$ cat src/rtl/harness_pkg.sv
// Shared types and the fixed command program replayed by chip_test_harness.
package harness_pkg;

    typedef enum logic {
        OP_READ  = 1'b0,
        OP_WRITE = 1'b1
    } op_e;

    typedef struct packed {
        op_e         op;
        logic [31:0] addr;
        logic [31:0] data;
    } cmd_t;

    localparam int unsigned NUM_CMDS = 4;

    localparam logic [1:0] FAIL_NONE     = 2'd0;
    localparam logic [1:0] FAIL_MISMATCH = 2'd1;
    localparam logic [1:0] FAIL_TIMEOUT  = 2'd2;
    localparam logic [1:0] FAIL_ADC      = 2'd3;

    // Element 0 is the rightmost entry; reads expect the data of the preceding write.
    localparam cmd_t [NUM_CMDS-1:0] PROGRAM = {
        cmd_t'{op: OP_READ,  addr: 32'h0000_1004, data: 32'h1234_5678},
        cmd_t'{op: OP_WRITE, addr: 32'h0000_1004, data: 32'h1234_5678},
        cmd_t'{op: OP_READ,  addr: 32'h0000_1000, data: 32'hDEAD_BEEF},
        cmd_t'{op: OP_WRITE, addr: 32'h0000_1000, data: 32'hDEAD_BEEF}
    };

endpackage

$ cat src/rtl/harness_adc_monitor.sv
// ADC sanity monitor: counts samples and records crossings of both thresholds.
module harness_adc_monitor
    import harness_pkg::*;
#(
    parameter int unsigned MIN_ADC = 64,
    parameter logic [7:0]  ADC_HI  = 8'hA0,
    parameter logic [7:0]  ADC_LO  = 8'h60
) (
    input  logic       clock,
    input  logic       reset,
    input  logic       adc_valid,
    input  logic [7:0] adc_sample,
    output logic       adc_ok
);

    logic [7:0] count_q;
    logic       hi_seen_q;
    logic       lo_seen_q;

    // Saturating sample counter and sticky threshold-crossing flags.
    always_ff @(posedge clock or posedge reset) begin
        if (reset) begin
            count_q   <= 8'd0;
            hi_seen_q <= 1'b0;
            lo_seen_q <= 1'b0;
        end else if (adc_valid) begin
            if (count_q != 8'hFF) begin
                count_q <= count_q + 8'd1;
            end
            if (adc_sample > ADC_HI) begin
                hi_seen_q <= 1'b1;
            end
            if (adc_sample < ADC_LO) begin
                lo_seen_q <= 1'b1;
            end
        end
    end

    // The ADC check is met once enough samples arrived and both crossings were observed.
    always_comb begin
        adc_ok = (32'(count_q) >= MIN_ADC) && hi_seen_q && lo_seen_q;
    end

endmodule

$ cat src/rtl/chip_test_harness.sv
// Replays the fixed serial command program into the chip and checks read responses.
// Optional ADC monitoring is enabled by defining ADC_MON_EN.
module chip_test_harness
    import harness_pkg::*;
#(
    parameter int unsigned W       = 32,
    parameter int unsigned TIMEOUT = 1024,
    parameter int unsigned MIN_ADC = 64,
    parameter logic [7:0]  ADC_HI  = 8'hA0,
    parameter logic [7:0]  ADC_LO  = 8'h60
) (
    input  logic         clock,
    input  logic         reset,
    output logic         tsi_out_valid,
    input  logic         tsi_out_ready,
    output logic [W-1:0] tsi_out_bits,
    input  logic         tsi_in_valid,
    output logic         tsi_in_ready,
    input  logic [W-1:0] tsi_in_bits,
    input  logic         adc_valid,
    input  logic [7:0]   adc_sample,
    output logic         io_success,
    output logic         io_failure,
    output logic [1:0]   fail_code,
    output logic [2:0]   cmd_idx
);

    localparam logic [3:0] StIdle    = 4'd0;
    localparam logic [3:0] StHdr     = 4'd1;
    localparam logic [3:0] StAddr    = 4'd2;
    localparam logic [3:0] StData    = 4'd3;
    localparam logic [3:0] StResp    = 4'd4;
    localparam logic [3:0] StNext    = 4'd5;
    localparam logic [3:0] StDone    = 4'd6;
    localparam logic [3:0] StFail    = 4'd7;
`ifdef ADC_MON_EN
    localparam logic [3:0] StAdcWait = 4'd8;
`endif

    localparam int unsigned TW = $clog2(TIMEOUT) + 1;
    localparam logic [TW-1:0] TmoLast = TW'(TIMEOUT - 1);

    logic [3:0]    state_q, state_d;
    logic [2:0]    cmd_idx_q, cmd_idx_d;
    logic [TW-1:0] tmo_q, tmo_d;
    logic [1:0]    fail_code_q, fail_code_d;
    cmd_t          cur_cmd;

    assign cur_cmd = PROGRAM[cmd_idx_q[1:0]];

`ifdef ADC_MON_EN
    logic adc_ok;

    harness_adc_monitor #(
        .MIN_ADC (MIN_ADC),
        .ADC_HI  (ADC_HI),
        .ADC_LO  (ADC_LO)
    ) u_adc_monitor (
        .clock      (clock),
        .reset      (reset),
        .adc_valid  (adc_valid),
        .adc_sample (adc_sample),
        .adc_ok     (adc_ok)
    );
`else
    logic unused_adc;
    assign unused_adc = ^{adc_valid, adc_sample, ADC_HI, ADC_LO, MIN_ADC[0]};
`endif

    // Next-state logic; outgoing words advance only on a valid&&ready cycle.
    always_comb begin
        state_d     = state_q;
        cmd_idx_d   = cmd_idx_q;
        tmo_d       = tmo_q;
        fail_code_d = fail_code_q;
        unique case (state_q)
            StIdle: state_d = StHdr;
            StHdr: begin
                if (tsi_out_ready) state_d = StAddr;
            end
            StAddr: begin
                if (tsi_out_ready) begin
                    state_d = (cur_cmd.op == OP_WRITE) ? StData : StResp;
                    tmo_d   = '0;
                end
            end
            StData: begin
                if (tsi_out_ready) state_d = StNext;
            end
            StResp: begin
                // A response arriving on the last counted cycle still wins over the timeout.
                if (tsi_in_valid) begin
                    if (tsi_in_bits == W'(cur_cmd.data)) begin
                        state_d = StNext;
                    end else begin
                        state_d     = StFail;
                        fail_code_d = FAIL_MISMATCH;
                    end
                end else if (tmo_q == TmoLast) begin
                    state_d     = StFail;
                    fail_code_d = FAIL_TIMEOUT;
                end else begin
                    tmo_d = tmo_q + 1'b1;
                end
            end
            StNext: begin
                cmd_idx_d = cmd_idx_q + 3'd1;
                if (cmd_idx_q == 3'(NUM_CMDS - 1)) begin
`ifdef ADC_MON_EN
                    state_d = StAdcWait;
                    tmo_d   = '0;
`else
                    state_d = StDone;
`endif
                end else begin
                    state_d = StHdr;
                end
            end
`ifdef ADC_MON_EN
            StAdcWait: begin
                if (adc_ok) begin
                    state_d = StDone;
                end else if (tmo_q == TmoLast) begin
                    state_d     = StFail;
                    fail_code_d = FAIL_ADC;
                end else begin
                    tmo_d = tmo_q + 1'b1;
                end
            end
`endif
            default: state_d = state_q;
        endcase
    end

    // State registers; reset aborts any transfer and restarts the program at command 0.
    always_ff @(posedge clock or posedge reset) begin
        if (reset) begin
            state_q     <= StIdle;
            cmd_idx_q   <= 3'd0;
            tmo_q       <= '0;
            fail_code_q <= FAIL_NONE;
        end else begin
            state_q     <= state_d;
            cmd_idx_q   <= cmd_idx_d;
            tmo_q       <= tmo_d;
            fail_code_q <= fail_code_d;
        end
    end

    // Outputs decode the registered state only, so ready never feeds back into valid.
    always_comb begin
        tsi_out_bits = '0;
        unique case (state_q)
            StHdr:   tsi_out_bits[W-1] = cur_cmd.op;
            StAddr:  tsi_out_bits = W'(cur_cmd.addr);
            StData:  tsi_out_bits = W'(cur_cmd.data);
            default: tsi_out_bits = '0;
        endcase
        tsi_out_valid = (state_q == StHdr) || (state_q == StAddr) || (state_q == StData);
        tsi_in_ready  = (state_q == StResp);
        io_success    = (state_q == StDone);
        io_failure    = (state_q == StFail);
        fail_code     = fail_code_q;
        cmd_idx       = cmd_idx_q;
    end

endmodule

$ cat config.mk
export PLATFORM = sky130hd
export DESIGN_NAME = chip_test_harness
export DESIGN_NICKNAME = d
export VERILOG_FILES = /design/src/rtl/harness_pkg.sv /design/src/rtl/harness_adc_monitor.sv /design/src/rtl/chip_test_harness.sv
export SDC_FILE = /design/constraint.sdc
export NUM_CORES = 1
export LEC_CHECK = 0
export ABC_CLOCK_PERIOD_IN_PS = 2400
export CORE_MARGIN = 4
export CORE_UTILIZATION = 39
export DETAILED_ROUTE_END_ITERATION = 16
export HOLD_SLACK_MARGIN = 0.08
export PLACE_DENSITY = 0.93
export SETUP_SLACK_MARGIN = 0.15
export SLEW_MARGIN = 15
export SYNTH_ARGS = -nofsm -noshare
export SYNTH_HDL_FRONTEND = slang
export SYNTH_SLANG_ARGS = --single-unit
$ cat constraint.sdc
create_clock -name clock -period 2.4 [get_ports clock]
set_clock_uncertainty 0.2 [all_clocks]
set_input_delay 0.24 -clock clock [delete_from_list [all_inputs] [get_ports clock]]
set_output_delay 0.24 -clock clock [all_outputs]
set_load 0.02 [all_outputs]
==> run metrics <==
min setup slack post-route 241 ps; RSZ-0062 raised after global routing false; status finished clean; most common flop cell mapped by yosys dfrtp_1; Synth Instances 187; DR WL/cell 13.4 microns; Yosys top cell by area dfrtp_1; Die Y 70.9 microns; Design Area, Final 2220 sq um; number of remaining DRC errors 0; Arrival @ worst endpoint 2100 ps; top post-synthesis cells by area dfrtp_1, buf_4, o21ai_0; total CTS buffers 3; worst-margin pin slew 714 ps; vias in the first global route 1,545; Final setup viols 0; Layout area overhead 43.7%; setup_tns 0 ps; Vias 1,534; static leakage 1.09 nW; total I/O pin count 86; FILL cells 334; Detail Placement HPWL 3160 microns; kind of critical path flop to flop; Die Width 70.9 microns; multi-input logic area 835 sq um; hold slack 198 ps; fraction of registers with async set/reset 100%; FMAX 463 MHz; # Max-Cap Violations 0; Hold Vio Cnt, Final 0; slew margin rel. 52.3%; count of cell types in the netlist 44; H-tree depth 1; register bit total from synthesis 19; Hold WC Path Type input pin to async pin; Initial Util 41.2%; Tcrit/Tclk final 90.0%; worst skew pair latency 250 ps; YS warnings 0; Clock transition at path regs 70 ps; port bufs 71; Placed Area 2180 sq um; layout cell share with drive strength beyond 1 11.1%; 1st-pass router iterations 4; Max Slew Vio Count 0; Inserted Diodes 0; nets 296; Power, Total 1.65 mW; GR Overflow Total 0; CTS sink cnt 19; Tmin final 2160 ps; Core Area 3740 sq um; vias per cell 5.27; CTS root buf clkbuf_8; FF+latch area 478 sq um; Commonest cells post-synth buf_4, o21ai_0, dfrtp_1; P per Cell Area 744 nW/um^2; Crit. End Element flop; Post-synth EDFFs 0; Placer Congestion 0.832; average size of a mapped cell 8.25 sq um; row cnt 22; mapped cell area 1540 sq um; Required @ worst endpoint 2340 ps; CTS Hold Bufs 0; pin count of the biggest net entering global routing 20; final WL 3910 microns; crit-path max FO 7; 1st-iter DRT viols 40; sequential fraction of the synthesis area 30.8%; CTS tree yes; gr usage total 16.0%; Antenna Nets Post-Route 0; Startpoint Class flop; share of the synthesized area in the top cell type 30.8%; most numerous cell in the Yosys netlist buf_4; pre-CTS WS 174 ps; Clock Path Buffers 2; peak supply drop 291 uV; first-pass GRT wire length 6620 microns; antenna violations before repair 0; die area 5030 sq um
==> state kept, by name, indices dropped and copies added (netlist names) <==
register	cells
tmo_q	11
state_q	3
fail_code	2
cmd_idx	3
==> stage by stage <==
step | util, % | instances
2_1_floorplan | - | 191
3_3_place_gp | 58.2 | 286
3_5_place_dp | 58.2 | 286
4_1_cts | 58.8 | 290
5_1_grt | 59.2 | 291
6_report | 59.2 | 291
==> worst max-delay path: stages (launching register included) <==
cell and delay (ps):
dfrtp_1 380, ha_2 210, nand3_2 150, o311a_4 390
or3_4 420, mux2_4 310
==> layout by cell type (no fill, tap or decap), drive strengths merged, types with 5 or more instances in the layout <==
| master | Yosys | layout |
|---|---|---|
| dfrtp | 19 | 19 |
| clkbuf | 5 | 5 |
| buf | 27 | 9 |
| conb | 1 | 5 |
| nand3 | 5 | 5 |
| nand2 | 15 | 15 |
| clkdlybuf4s50 | 0 | 43 |
| nand4b | 6 | 6 |
| inv | 13 | 13 |
| nor2 | 17 | 17 |
| o21ai | 21 | 21 |
| ha | 7 | 7 |
| nor3 | 10 | 10 |
| dlygate4sd2 | 0 | 24 |
==> cells by family after synthesis <==
family,after synthesis,synth area share (%)
XOR/XNOR,2,1.14
buffers and inverters,45,17.4
flip-flops,19,30.8
adder cells (fa/ha/maj),7,5.68
multiplexers,3,2.68
AND/OR/NAND/NOR,70,25.1
AO/OA/AOI/OAI,40,17.0
other,1,0.243
==> final cells by class <==
cell class,instances,share of cell area (%)
Multi-Input combinational cell,127,37.6
Sequential cell,19,21.6
Inverter,13,2.20
Clock buffer,4,2.03
Tap cell,48,2.71
Timing Repair Buffer,80,33.9
==> power breakdown <==
group,leakage [nW],internal [mW],switching [mW]
Combinational,0.813,0.435,0.550
Sequential,0.251,0.373,0.0724
Clock,0.0228,0.118,0.101
==> routing by layer <==
layer	global-route usage [%]	up-vias	part of all wire, %
li1	-	750	-
met1	17.7	696	38
met2	28.7	79	51
met3	3.55	9	8.5
met4	7.31	0	2.4
met5	0	-	0
==> worst paths after layout <==
path	startpoint	endpoint	slack, ps	cells past startpoint
worst max-delay path	tmo_q[1]	state_q[2]	240	5
worst min-delay path	reset	cmd_idx[0]	200	2
worst max register to register	tmo_q[1]	state_q[2]	240	5
worst min register to register	tmo_q[10]	tmo_q[10]	310	1
max in group asynchronous	reset	state_q[1]	1310	2
min in group clock	tmo_q[10]	tmo_q[10]	310	1
==> what timing repair did <==
action,in CTS,in global routing
buffers inserted,0,1
resized for setup,27,9
setup endpoints to repair,28,9
pin swaps,0,1
No activity file was read; power rests on OpenSTA's default activity.
